<file path="src/rtl/ysyx_25040111_cti_dec.sv">
// rtl/ysyx_25040111_cti_dec.sv - control-transfer decode stage with main/skid entry buffering
// Raw inst/pc are buffered; decode runs off the main entry so outputs stay stable under stall.
module ysyx_25040111_cti_dec #(
  parameter int XLEN   = 32,
  parameter int IALIGN = 32
) (
  input  logic            clk,
  input  logic            rst,
  input  logic            flush,
  input  logic            in_valid,
  output logic            in_ready,
  input  logic [31:0]     in_inst,
  input  logic [XLEN-1:0] in_pc,
  output logic            out_valid,
  input  logic            out_ready,
  output logic [1:0]      out_kind,
  output logic [2:0]      out_funct3,
  output logic [4:0]      out_rd,
  output logic [4:0]      out_rs1,
  output logic [4:0]      out_rs2,
  output logic [XLEN-1:0] out_imm,
  output logic [XLEN-1:0] out_target,
  output logic [XLEN-1:0] out_pc,
  output logic            out_link,
  output logic            out_misalign,
  output logic            out_illegal
);

  localparam logic [1:0] KIND_NONE   = 2'd0;
  localparam logic [1:0] KIND_JAL    = 2'd1;
  localparam logic [1:0] KIND_JALR   = 2'd2;
  localparam logic [1:0] KIND_BRANCH = 2'd3;

  logic            main_valid, skid_valid;
  logic [31:0]     main_inst, skid_inst;
  logic [XLEN-1:0] main_pc, skid_pc;
  logic            accept, main_free;

  assign in_ready  = !skid_valid;
  assign accept    = in_valid && in_ready && !flush;
  assign main_free = !main_valid || out_ready;

  always_ff @(posedge clk or posedge rst) begin
    if (rst) begin
      main_valid <= 1'b0;
      skid_valid <= 1'b0;
    end else if (flush) begin
      main_valid <= 1'b0;
      skid_valid <= 1'b0;
    end else if (main_free) begin
      // skid_valid blocks accept, so the two sources never compete for main
      main_valid <= skid_valid || accept;
      skid_valid <= 1'b0;
    end else if (accept) begin
      skid_valid <= 1'b1;
    end
  end

  always_ff @(posedge clk) begin
    if (!flush && main_free) begin
      if (skid_valid) begin
        main_inst <= skid_inst;
        main_pc   <= skid_pc;
      end else if (accept) begin
        main_inst <= in_inst;
        main_pc   <= in_pc;
      end
    end
    if (!flush && !main_free && accept) begin
      skid_inst <= in_inst;
      skid_pc   <= in_pc;
    end
  end

  logic [6:0] opcode;
  assign opcode     = main_inst[6:0];
  assign out_funct3 = main_inst[14:12];
  assign out_rd     = main_inst[11:7];
  assign out_rs1    = main_inst[19:15];
  assign out_rs2    = main_inst[24:20];
  assign out_pc     = main_pc;
  assign out_valid  = main_valid;

  always_comb begin
    case (opcode)
      7'b1101111: out_kind = KIND_JAL;
      7'b1100111: out_kind = KIND_JALR;
      7'b1100011: out_kind = KIND_BRANCH;
      default:    out_kind = KIND_NONE;
    endcase
  end

  always_comb begin
    out_imm = '0;
    case (out_kind)
      KIND_JAL:    out_imm = {{(XLEN-21){main_inst[31]}}, main_inst[31], main_inst[19:12],
                              main_inst[20], main_inst[30:21], 1'b0};
      KIND_JALR:   out_imm = {{(XLEN-12){main_inst[31]}}, main_inst[31:20]};
      KIND_BRANCH: out_imm = {{(XLEN-13){main_inst[31]}}, main_inst[31], main_inst[7],
                              main_inst[30:25], main_inst[11:8], 1'b0};
      default:     out_imm = '0;
    endcase
  end

  logic pc_rel;
  assign pc_rel     = (out_kind == KIND_JAL) || (out_kind == KIND_BRANCH);
  assign out_target = pc_rel ? (main_pc + out_imm) : '0;

  // With compressed instructions present every even address is a legal target
  assign out_misalign = (IALIGN == 32) ? (pc_rel && out_target[1]) : 1'b0;

  assign out_link = ((out_kind == KIND_JAL) || (out_kind == KIND_JALR)) && (out_rd != 5'd0);

  always_comb begin
    out_illegal = 1'b0;
    if (out_kind == KIND_JALR)
      out_illegal = (out_funct3 != 3'b000);
    else if (out_kind == KIND_BRANCH)
      out_illegal = (out_funct3 == 3'b010) || (out_funct3 == 3'b011);
  end

endmodule

</file>
<file path="config.mk">
export PLATFORM = sky130hd
export DESIGN_NAME = ysyx_25040111_cti_dec
export DESIGN_NICKNAME = d
export VERILOG_FILES = /design/src/rtl/ysyx_25040111_cti_dec.sv
export SDC_FILE = /design/constraint.sdc
export NUM_CORES = 1
export LEC_CHECK = 0
export ABC_AREA = 0
export BUFFER_PORTS_ARGS = -buffer_cell sky130_fd_sc_hd__buf_2
export CAP_MARGIN = 20
export CORE_ASPECT_RATIO = 1.5
export CORE_MARGIN = 2
export CORE_UTILIZATION = 55
export CTS_CLUSTER_SIZE = 25
export DETAILED_ROUTE_END_ITERATION = 7
export PLACE_DENSITY_LB_ADDON = 0.08
export SYNTH_ARGS = -nofsm -noshare
export SYNTH_HDL_FRONTEND = slang
export SYNTH_SLANG_ARGS = --single-unit
</file>
<file path="constraint.sdc">
create_clock -name clk -period 23.4 [get_ports clk]
set_clock_uncertainty 0.1 [all_clocks]
set_input_delay 4.68 -clock clk [delete_from_list [all_inputs] [get_ports clk]]
set_output_delay 4.68 -clock clk [all_outputs]
set_load 0.03 [all_outputs]
</file>
==> results.toml <==
[synth]
yosys.cell_count.top_type = "edfxtp_1"
yosysTopAreaCell = "edfxtp_1"
synth_xor_area_share_pct = 2.79
synth-simple-area-share_pct = 10.2
synth_top_area_share_pct = 53.2
ys_warn_count = 0
synthCells = 587
synthArstFlopShare_pct = 1.54
avgSynthCellArea_um2 = 12.3
synth_nets = 692
synth_compound_area_share_pct = 11.2
seq_area_frac_synth_pct = 53.9
ys.flop_type = "edfxtp_1"
synth_top_family_by_area = "compound AO/OA/AOI/OAI gates"
ys_seq_elements = 130
synth.area.top_cells = "edfxtp_1 53%, mux2_2 10%, ha_1 6.1%, buf_4 3.4%, a21oi_1 2.6%"
synth_commonest_cells = "128 x edfxtp_1, 64 x mux2_2, 48 x nor2_1"
synth_edf_count = 128
synth_fa_ha_area_share_pct = 6.34
synthesis.area_mm2 = 0.00722
synth_cell_types = 63
muxShareOfSynthArea_pct = 10.3

[clock_tree]
clkSinkCount = 130
cts.clk_slew.worst_paths_ps = 60
cts_root_buf = "clkbuf_16"
clockBufferDepth = 2
cts_hold_buf = 0
postCtsSetupBuffers = 0
htree_levels = 4
clkLatencyLatePin_ps = 420
cts_made_buffers = 17
ctsResizeCount = 0
cts_tree = "done"

[finish]
insertedDiodeCount = 0
final_cells = 918
areaGrowthSynthToFinish_pct = 20.6
drive_above_1_share_pct = 40.1
final_util_pct = 67.6
nFillCells = 990
final_nets = 851

[route]
routed_wl_mm = 17.7
wl_per_cell_um = 19.3
drtAntennaViolNets = 0
vias_per_cell = 5.67
vias = 5207
route.detailed.drc = 0
dr.pass1.iters = 5
drt_iter0_markers = 234

[die]
io_pins = 190
fp.dieH_um = 144
die_w_um = 97.6
row_count = 51
die-area_mm2 = 0.0141
start_util_pct = 56.0
core_mm2 = 0.0129

[global_routing]
grt_pass1_wl_mm = 27.6
overflow = 0
grt_pass1_vias = 5292
grt_max_degree = 67
antenna_found_initial = 0
grt_use_total_pct = 25.3

[timing]
fmax_mhz = 94.6
min_period_ps = 10570
setup_viol = 0
worstMarginPinSlew_ps = 870
fin_ws_ps = 12830
hold_viol_final = 0
hold_ws_ps = 443
maxSlewViolCount = 0
grt_setup_unrepaired = "false"
period_share_pct = 45.2
max_slew_margin_pct = 42.0
setup_tns_ps = 0

[placed_design]
dp_cells = 886
pre_cts_ws_ps = 13440
io_buffers = 189
dp.final_hpwl_mm = 13.0
routabilityCongestion = 0.906

[setup_path]
startpoint_type = "flip-flop"
critical_path.max_fanout = 30
cp-end-kind = "primary output"
cp.arrival_ps = 5790
crit_required_ps = 18620
critPathKind = "reg2out"

[power_and_ir_drop]
p_per_area_mw_per_mm2 = 68.8
ir_drop_mv = 0.0622
p_leak_uw = 0.00364

[outcome]
status = "finished, final reports clean"

[run]
max_cap_violations = 0

[min_path]
hold_path_class = "reg2reg"
==> worst paths after layout <==
check	from	endpoint	slack [ps]	cells after the start
max in group asynchronous	rst	skid_valid	19070	2
min	skid_pc[1]	out_pc[1]	440	1
min in group asynchronous	rst	skid_valid	4010	2
min reg2reg	skid_pc[1]	out_pc[1]	440	1
max reg2reg	skid_valid	out_pc[20]	20780	4
max	main_inst[4]	out_target[27]	12830	20
==> critical path: stages (launching register included) <==
cell	delay, ps
edfxtp_1	370
nor2b_1	140
nand4_1	150
or2_1	260
buf_4	250
inv_2	240
ha_1	390
or2_1	250
nor2_1	60
nor2_1	410
nand2_1	200
inv_1	560
ha_1	430
a21oi_1	260
nand3_1	160
or3_1	360
a31oi_1	240
a21oi_1	120
o21a_1	170
nor3_1	130
buf_2	220
==> state kept, by name (all words and copies together) (netlist names) <==
| signal | cells |
|---|---|
| skid_valid | 1 |
| out_valid | 1 |
| main_inst | 32 |
| skid_pc | 32 |
| skid_inst | 32 |
| out_pc | 32 |
==> area by class of cell <==
type | instances | area, um^2 | share of cell area [%]
flip-flops and latches | 130 | 3890 | 44.7
multi-input cells | 391 | 2960 | 34.0
repair buffers | 193 | 976 | 11.2
clock buffers | 18 | 429 | 4.93
clock inverters | 14 | 201 | 2.31
well taps | 159 | 199 | 2.28
inverters | 13 | 48.8 | 0.560
==> metal layers <==
layer  track usage, %  share of wire (%)  vias up
met5                0                  0        -
met4             13.2                4.1        0
met3             7.30                6.8       40
met2             44.9                 52      195
met1             27.3                 38     2475
li1                 -                  -     2497
==> cell families after synthesis <==
logic type	Yosys count
and+or+nand+nor	147
DFF	130
AOI/OAI and AO/OA	119
buffers and inverters	66
muxes	66
adders and majority gates	36
xor gates and xnor gates	23
==> where the power goes <==
part / internal [uW] / switching, uW
Combinational: 17.0 / 27.7
Clock: 180 / 106
Sequential: 265 / 3.60
==> placed cells by master, fill, tap and decap left out, drive strengths merged, types with 18 or more instances in the layout <==
cell type,count
ha,35
edfxtp,128
inv,18
o21ai,21
clkbuf,18
buf,193
a21oi,40
nand2,28
nor2,48
mux2,64
==> per-stage QoR <==
step                      power, uW  area, um^2
after floorplan                 304        7220
after global placement          317        8080
after detailed placement        318        8080
after CTS                       605        8710
after global routing            617        8710
final                           599        8710
Power figures use the tool's default switching activity.
